===== src/rtl/sfix_32_en28_moving_average_pkg.sv =====
// Shared definitions for the sfix32_En28 moving-average filter.
//   SFIX_WL / SFIX_FL : sample word and fraction length (N32.Q28)
//   state_e           : flush/clear FSM states
//   sum_width()       : width of the exact running sum for a given window
package sfix_32_en28_moving_average_pkg;

    localparam int SFIX_WL = 32;
    localparam int SFIX_FL = 28;

    typedef enum logic [0:0] {
        ST_CLEAR = 1'b0,
        ST_RUN   = 1'b1
    } state_e;

    // N samples of SFIX_WL bits sum to at most SFIX_WL + log2(N) bits.
    function automatic int sum_width(input int log2_len);
        return SFIX_WL + log2_len;
    endfunction

endpackage


===== src/rtl/sfix_32_en28_moving_average_if.sv =====
// Streaming bus of the moving-average filter.
//   flush      : synchronous history-clear request (upstream -> filter)
//   in_valid   : sample valid, in_data sfix32_En28
//   in_ready   : filter can take a sample this cycle
//   out_valid  : one-cycle strobe, out_data is a new average
//   out_primed : a full window has been accepted since the last clear
// master = sample producer / result consumer, slave = the filter.
interface sfix_32_en28_moving_average_if;
    import sfix_32_en28_moving_average_pkg::*;

    logic               flush;
    logic               in_valid;
    logic               in_ready;
    logic [SFIX_WL-1:0] in_data;
    logic               out_valid;
    logic [SFIX_WL-1:0] out_data;
    logic               out_primed;

    modport master (
        output flush, in_valid, in_data,
        input  in_ready, out_valid, out_data, out_primed
    );

    modport slave (
        input  flush, in_valid, in_data,
        output in_ready, out_valid, out_data, out_primed
    );

endinterface


===== src/rtl/sfix_32_en28_moving_average_ram.sv =====
// Window history store: 2^AW words, one synchronous write port and one
// asynchronous read port. No reset so it maps onto distributed RAM; the
// parent zeroes it through the write port.
//   clk_i            : clock
//   we_i/waddr_i/wdata_i : write port
//   raddr_i/rdata_o  : combinational read port
module sfix_32_en28_moving_average_ram #(
    parameter int AW = 4,
    parameter int DW = 32
) (
    input  logic          clk_i,
    input  logic          we_i,
    input  logic [AW-1:0] waddr_i,
    input  logic [DW-1:0] wdata_i,
    input  logic [AW-1:0] raddr_i,
    output logic [DW-1:0] rdata_o
);

    logic [DW-1:0] mem_q [2**AW];

    always_ff @(posedge clk_i) begin
        if (we_i) mem_q[waddr_i] <= wdata_i;
    end

    assign rdata_o = mem_q[raddr_i];

endmodule


===== src/rtl/sfix_32_en28_moving_average.sv =====
// Boxcar moving average over the last 2^LOG2_LEN sfix32_En28 samples.
// Keeps an exact running sum; each accepted sample yields one averaged
// sample one cycle later. A clear FSM zeroes the history after reset and
// on flush.
//   clk, reset_n : clock, asynchronous active-low reset
//   io (slave)   : streaming bus, see sfix_32_en28_moving_average_if
module sfix_32_en28_moving_average
    import sfix_32_en28_moving_average_pkg::*;
#(
    parameter int LOG2_LEN = 4
) (
    input  logic                          clk,
    input  logic                          reset_n,
    sfix_32_en28_moving_average_if.slave  io
);

    localparam int N  = 1 << LOG2_LEN;
    localparam int SW = sum_width(LOG2_LEN);
    localparam int PW = LOG2_LEN;

    localparam logic [PW:0]   FILL_FULL = (PW+1)'(N);
    localparam logic [PW-1:0] PTR_LAST  = PW'(N - 1);

    state_e              state_q, state_d;
    logic [PW-1:0]       clr_ptr_q, clr_ptr_d;
    logic [PW-1:0]       wr_ptr_q, wr_ptr_d;
    logic signed [SW-1:0] sum_q, sum_d;
    logic [PW:0]         fill_q, fill_d;
    logic                primed_q, primed_d;
    logic                ov_q, ov_d;
    logic [SFIX_WL-1:0]  od_q, od_d;

    logic                accept;
    logic [SFIX_WL-1:0]  oldest;
    logic signed [SW-1:0] in_ext, old_ext, sum_nxt;
    logic                ram_we;
    logic [PW-1:0]       ram_waddr;
    logic [SFIX_WL-1:0]  ram_wdata;

    assign io.in_ready   = (state_q == ST_RUN) && !io.flush;
    assign accept        = io.in_valid && io.in_ready;

    assign io.out_valid  = ov_q;
    assign io.out_data   = od_q;
    assign io.out_primed = primed_q;

    // CLEAR owns the write port; in RUN it only writes on acceptance.
    assign ram_we    = (state_q == ST_CLEAR) || accept;
    assign ram_waddr = (state_q == ST_CLEAR) ? clr_ptr_q : wr_ptr_q;
    assign ram_wdata = (state_q == ST_CLEAR) ? '0 : io.in_data;

    sfix_32_en28_moving_average_ram #(
        .AW (PW),
        .DW (SFIX_WL)
    ) u_ram (
        .clk_i   (clk),
        .we_i    (ram_we),
        .waddr_i (ram_waddr),
        .wdata_i (ram_wdata),
        .raddr_i (wr_ptr_q),
        .rdata_o (oldest)
    );

    assign in_ext  = {{LOG2_LEN{io.in_data[SFIX_WL-1]}}, io.in_data};
    assign old_ext = {{LOG2_LEN{oldest[SFIX_WL-1]}}, oldest};
    assign sum_nxt = sum_q + in_ext - old_ext;

    always_comb begin
        state_d   = state_q;
        clr_ptr_d = clr_ptr_q;
        wr_ptr_d  = wr_ptr_q;
        sum_d     = sum_q;
        fill_d    = fill_q;
        primed_d  = primed_q;
        ov_d      = accept;
        od_d      = od_q;

        if (io.flush) begin
            state_d   = ST_CLEAR;
            clr_ptr_d = '0;
            wr_ptr_d  = '0;
            sum_d     = '0;
            fill_d    = '0;
            primed_d  = 1'b0;
        end else begin
            case (state_q)
                ST_CLEAR: begin
                    clr_ptr_d = clr_ptr_q + 1'b1;
                    if (clr_ptr_q == PTR_LAST) state_d = ST_RUN;
                end
                default: begin
                    if (accept) begin
                        sum_d    = sum_nxt;
                        wr_ptr_d = wr_ptr_q + 1'b1;
                        fill_d   = (fill_q == FILL_FULL) ? fill_q : fill_q + 1'b1;
                        if (fill_d == FILL_FULL) primed_d = 1'b1;
                        // Top SFIX_WL bits of the sum == sum >>> LOG2_LEN
                        // (floor); the average of in-range samples always fits.
                        od_d     = sum_nxt[SW-1 -: SFIX_WL];
                    end
                end
            endcase
        end
    end

    always_ff @(posedge clk or negedge reset_n) begin
        if (!reset_n) begin
            state_q   <= ST_CLEAR;
            clr_ptr_q <= '0;
            wr_ptr_q  <= '0;
            sum_q     <= '0;
            fill_q    <= '0;
            primed_q  <= 1'b0;
            ov_q      <= 1'b0;
            od_q      <= '0;
        end else begin
            state_q   <= state_d;
            clr_ptr_q <= clr_ptr_d;
            wr_ptr_q  <= wr_ptr_d;
            sum_q     <= sum_d;
            fill_q    <= fill_d;
            primed_q  <= primed_d;
            ov_q      <= ov_d;
            od_q      <= od_d;
        end
    end

endmodule


===== src/flat_wrapper.sv =====
// flat-port wrapper written by rule: the top's interface ports become plain ports
module sfix_32_en28_moving_average_flat import sfix_32_en28_moving_average_pkg::*;
#(
    parameter int LOG2_LEN = 4
)
  (clk, reset_n, io_flush, io_in_valid, io_in_data, io_in_ready, io_out_valid, io_out_data, io_out_primed);
  sfix_32_en28_moving_average_if io_i ();
  input  logic clk;
  input  logic reset_n;
  input wire logic [$bits(io_i.flush)-1:0] io_flush;
  input wire logic [$bits(io_i.in_valid)-1:0] io_in_valid;
  input wire logic [$bits(io_i.in_data)-1:0] io_in_data;
  output wire logic [$bits(io_i.in_ready)-1:0] io_in_ready;
  output wire logic [$bits(io_i.out_valid)-1:0] io_out_valid;
  output wire logic [$bits(io_i.out_data)-1:0] io_out_data;
  output wire logic [$bits(io_i.out_primed)-1:0] io_out_primed;
  assign io_i.flush = io_flush;
  assign io_i.in_valid = io_in_valid;
  assign io_i.in_data = io_in_data;
  assign io_in_ready = io_i.in_ready;
  assign io_out_valid = io_i.out_valid;
  assign io_out_data = io_i.out_data;
  assign io_out_primed = io_i.out_primed;
  sfix_32_en28_moving_average #(.LOG2_LEN(LOG2_LEN)) u_core (.clk(clk), .reset_n(reset_n), .io(io_i));
endmodule

===== config.mk =====
export PLATFORM = sky130hd
export DESIGN_NAME = sfix_32_en28_moving_average_flat
export DESIGN_NICKNAME = d
export VERILOG_FILES = /design/src/rtl/sfix_32_en28_moving_average_pkg.sv /design/src/rtl/sfix_32_en28_moving_average_if.sv /design/src/rtl/sfix_32_en28_moving_average_ram.sv /design/src/rtl/sfix_32_en28_moving_average.sv /design/src/flat_wrapper.sv
export SDC_FILE = /design/constraint.sdc
export NUM_CORES = 1
export LEC_CHECK = 0
export CORE_ASPECT_RATIO = 1.5
export CORE_MARGIN = 1.5
export CORE_UTILIZATION = 55
export CTS_CLUSTER_SIZE = 30
export DETAILED_ROUTE_END_ITERATION = 8
export PLACE_DENSITY = 0.81
export SYNTH_ARGS = -nofsm -noshare
export SYNTH_HDL_FRONTEND = slang
export SYNTH_SLANG_ARGS = --single-unit

===== constraint.sdc =====
create_clock -name clk -period 8.9 [get_ports clk]
set_input_delay 1.78 -clock clk [delete_from_list [all_inputs] [get_ports clk]]
set_output_delay 1.78 -clock clk [all_outputs]
set_load 0.005 [all_outputs]

Word-level counts from Yosys, hierarchy flattened
Memory sizes are Yosys's and may differ from the RTL's. Cells that the tools add are included. Widths: inputs -> output; s select.

$add $sub $neg: 5. Equal/unequal tests: 4. Muxes and demuxes: 23. Bitwise logic cells: 2. Reduce and logical (&&, ||, !) cells: 10.

Operators by type and width (number): $mux 36 (3); $add 36x32->36 (1); $sub 36x32->36 (1); $mux 32 (1); $mux 4 (6); $mux 5 (4); $eq 5x5->1 const B (2); $mux 1 (9); $add 4x1->4 const B (2); $reduce_and 3->1 (2); $reduce_bool 2->1 (3); $add 5x1->5 const B (1); $eq 4x4->1 const B (1); $logic_and 1x1->1 (2); $ne 2x2->1 const B (1); $not 1->1 (2); $reduce_and 2->1 (1); $logic_not 1->1 (1); $logic_or 1x1->1 (1).

Register bits: 84. Bits in writable memories: 512. Input port bits: 36. Output and inout bits: 35. Logic and storage cells: 53. Memories kept: 1.

Memories: u_core.u_ram.mem_q (depth 16, width 32, read ports 1, clocked after Yosys merged registers in 0, wr ports 1, RTL line sfix_32_en28_moving_average_ram.sv:19) `logic [DW-1:0] mem_q [2**AW];`.

Logic depth before layout (Yosys ltp)
Depth in word-level cells: 7. Gate-level depth with buffers: 17. Depth with buffers taken out: 14.

By module
A second synthesis with hierarchy kept.

Cells, all modules: 1627. Area, all modules: 25971.2 um^2.

By module, submodules not included: sfix_32_en28_moving_average_ram (times used 1, cells an instance 806, area an instance 19213.4 um^2, seq. area each 15374.7 um^2); sfix_32_en28_moving_average (times used 1, cells an instance 821, area an instance 6757.7 um^2, seq. area each 2102.0 um^2).

Worst setup path after synthesis
OpenSTA, ideal clock, no wires.

Path kind: reg-to-reg. From: register u_core.wr_ptr_q[0]. To: register u_core.od_q[27] (netlist: u_core.io.out_data[27]). Arrival time: 4.792 ns. Data required time: 8.775 ns. Setup slack: 3.983 ns. Stages on the path, launching flop included: 18. Buffers on the path: 4. Path through: dfrtp_1 clkbuf_1 clkbuf_1 buf_2 mux4_2 mux4_2 fa_1 inv_1 ha_1 buf_6 and4_1 o2111ai_1 o21ba_2 o31a_1 o21ai_2 a41oi_4 xnor2_1 mux2_4.

Cells in the longest elaborated chain, start to end: 2.

RTL lines: start, declared (RTL line sfix_32_en28_moving_average.sv:26) `logic [PW-1:0] wr_ptr_q, wr_ptr_d;`; start signal, assigned (RTL line sfix_32_en28_moving_average.sv:119) `wr_ptr_q <= wr_ptr_d;`; $mem_v2 16x32; $sub 36x32->36 (RTL line sfix_32_en28_moving_average.sv:66) `assign sum_nxt = sum_q + in_ext - old_ext;`; end signal, assigned (RTL line sfix_32_en28_moving_average.sv:115) `od_q <= '0;`; end signal, assigned (RTL line sfix_32_en28_moving_average.sv:124) `od_q <= od_d;`; end, declared (RTL line sfix_32_en28_moving_average.sv:31) `logic [SFIX_WL-1:0] od_q, od_d;`.

No other way between the ends. A chain may end at the register's enable or synchronous reset.

Worst setup path after layout
Ends and elaborated chain as after synthesis.

==> reports/results.ini <==
[setup_path]
critPathSlowestCell=dfrtp_4
critPathRequiredTime_ns=9.36
crit_chain=buf_12 -> mux4_2 -> mux4_2 -> fa_1 -> inv_1 -> ha_1 -> and4_1 -> o2111ai_1 -> o21ba_2 -> o31a_1 -> o21ai_2 -> a41oi_4 -> xnor2_1 -> mux2_4
endpoint_kind=flop
crit_arrival_ns=6.11
crit_buf_inv=2
cp_max_fo=103
critPathMaxStageDelay_ns=0.86
crit_family=multiplexers
path_common_cell=mux4_2
start_kind=flop
path_class=flop to flop

[clocking]
cts_tree=built
root_buffer=clkbuf_16
ctsHoldBuffers=0
clock_sinks=596
cts_setup_buffers=0
cts_buffers=50
cts_htree_levels=2
path_clk_slew_ns=0.06
clk_path_buf_depth=3
clk_latency_ns=0.58
ctsResizeCount=0

[floorplanning]
dieArea_mm2=0.04858
rows=97
die_w_um=180.5
start_util=0.5560
die_h_um=269.2
fp.coreArea_mm2=0.04673
design.portCount=71

[cells_and_area]
nFillCells=3084
area_growth_pct=12.19
final_cell_mix=512 x edfxtp_1, 160 x mux4_2, 148 x inv_1, 112 x nand2_1, 80 x dfrtp_1
final_common_cell=edfxtp_1
final_layout_size_suffix_gt1_frac=0.1848
layout.nets=1728
post-route-util=0.6238
diodes=0

[outcome]
status=completed

[place]
dp_hpwl_mm=34.03
gp_congestion=0.8908
portBuffers=70

[yosys]
synth-compound-area-share=0.04585
synthSimpleGateAreaFrac=0.04536
async_flop_share=0.1409
ys_warn_count=0
yosys-top-cells-area=edfxtp_1 59%, mux4_2 14%, dfrtp_1 8.1%, fa_1 2.7%, inv_1 2.1%
synth_fa_ha_area_frac=0.04671
synth_area_leader_cell=edfxtp_1
netlist.area_leader.share=0.5918
synth-xor-area-share=0.01382
synth_area_mm2=0.02598
yosys.cell_types.count=64
synth_mux_area_frac=0.1423
synth.ff_latch_count=596
synth_nets=1653
syn_inst=1541
seq_area_frac_synth=0.6727
synth_edf_count=512
synth_top_flop_cell=edfxtp_1
synth_top_family_by_area=multiplexers
synth.avg_cell_area_um2=16.86

[sta]
rsz0062_at_grt=false
fmax_ghz=0.1769
period_minus_slack_ns=5.652
finalClockSkew_ns=0.01528
finalSetupViolCount=0
tightestPinTransition_ns=0.9850
drv_slew=0
finalCritPeriodShare=0.6350
finalHoldViolCount=0
tns_ns=0
relSlewSlack=0.3403

[detailed_routing]
ant_nets=0
first_iter_violations=1530
drc=0
routed_wl_mm=61.12
vias=14304
wl_per_cell_um=27.16
dr.pass1.iters=5
viasPerCell=6.357

[pwr]
leakagePower_nw=10.36
ir_worst_vdd_uv=131.5
power_density_mw_per_mm2=206.9

[global_route]
grt_max_degree=104
grt_first_pass_wirelength_mm=93.21
grt_pass1_vias=14881
grt_util_all_layers=0.2591
overflow=0
antenna_found_initial=0

[run]
drv_cap=0

[worst_hold_path]
hold_path_class=flop to flop

## cells in the mapped netlist, drive strengths merged, types with 9 or more instances
library cell	instances
xor2	14
nand2	112
xnor2	27
edfxtp	512
nor3	9
a21o	18
buf	18
dfrtp	84
fa	35
and2	33
mux4	160
o21ai	42
a21oi	57
nor2	60
clkbuf	57
ha	41
nand4	15
inv	149
## stage by stage
stage	hold WS (ns)	area, um2	setup WS, ns	power, mW	instances
6_report	0.4747	29150	3.248	6.032	2250
5_1_grt	0.5080	29150	2.859	6.215	2250
4_1_cts	0.4848	29150	3.095	6.051	2250
3_5_place_dp	0.4621	27470	3.149	3.825	2158
3_3_place_gp	0.4586	27470	3.244	3.807	2158
2_1_floorplan	0.4459	25980	3.983	3.585	1541
## final cells by class
type                       instances  area (um2)  share of cell area
tap                              594       743.2             0.02550
timing repair buffer              98       920.9             0.03159
clock inverter                    31       321.6             0.01103
sequential                       596       17490              0.5999
clock buffer                      61        1356             0.04653
inverter                         149       559.3             0.01919
multi-input combinational        721        7761              0.2663
## kinds of logic (layout without fill, tap and decap cells)
group,count (synthesis),in the layout
flops,596,596
simple gates,259,259
buf+inv,224,339
compound gates,177,177
mux,168,168
fa+ha+maj,76,76
xor+xnor,41,41
## worst paths after layout
check | start | to | slack [ns] | cells past startpoint
max | u_core.wr_ptr_q[0] | u_core.io.out_data[27] | 3.25 | 14
min | u_core.io.out_data[3] | u_core.io.out_data[3] | 0.47 | 2
max reg2reg | u_core.wr_ptr_q[0] | u_core.io.out_data[27] | 3.25 | 14
min reg2reg | u_core.io.out_data[3] | u_core.io.out_data[3] | 0.47 | 2
max in group asynchronous | reset_n | u_core.wr_ptr_q[0] | 6.58 | 2
min in group asynchronous | reset_n | u_core.sum_q[6] | 1.05 | 1
## flip-flops by register name (all words and copies together) (netlist names)
register / flops
u_core.clr_ptr_q: 4
u_core.fill_q: 5
u_core.io.out_data: 32
u_core.io.out_primed: 1
u_core.io.out_valid: 1
u_core.state_q: 1
u_core.sum_q: 36
u_core.u_ram.mem_q: 512
u_core.wr_ptr_q: 4
## power by group
part | switching [mW] | internal [mW]
sequential | 0.0319 | 3.08
clock | 0.983 | 1.26
combinational | 0.398 | 0.275
## worst register-to-register path, cell delays in order (launching register included)
cell       delay (ns)
dfrtp_4          0.86
buf_12           0.55
mux4_2           0.76
mux4_2           0.50
fa_1             0.51
inv_1            0.05
ha_1             0.45
and4_1           0.28
o2111ai_1        0.15
o21ba_2          0.27
o31a_1           0.32
o21ai_2          0.20
a41oi_4          0.20
xnor2_1          0.19
mux2_4           0.26
## routing by layer
layer,vias to the layer above,GRT usage,routed length [um]
met4,0,0.1146,2573
met5,-,0,0
li1,5984,-,-
met3,166,0.04187,4659
met1,7381,0.3335,22770
met2,773,0.4382,31120
Note: power is estimated with default switching activity, not from simulation.
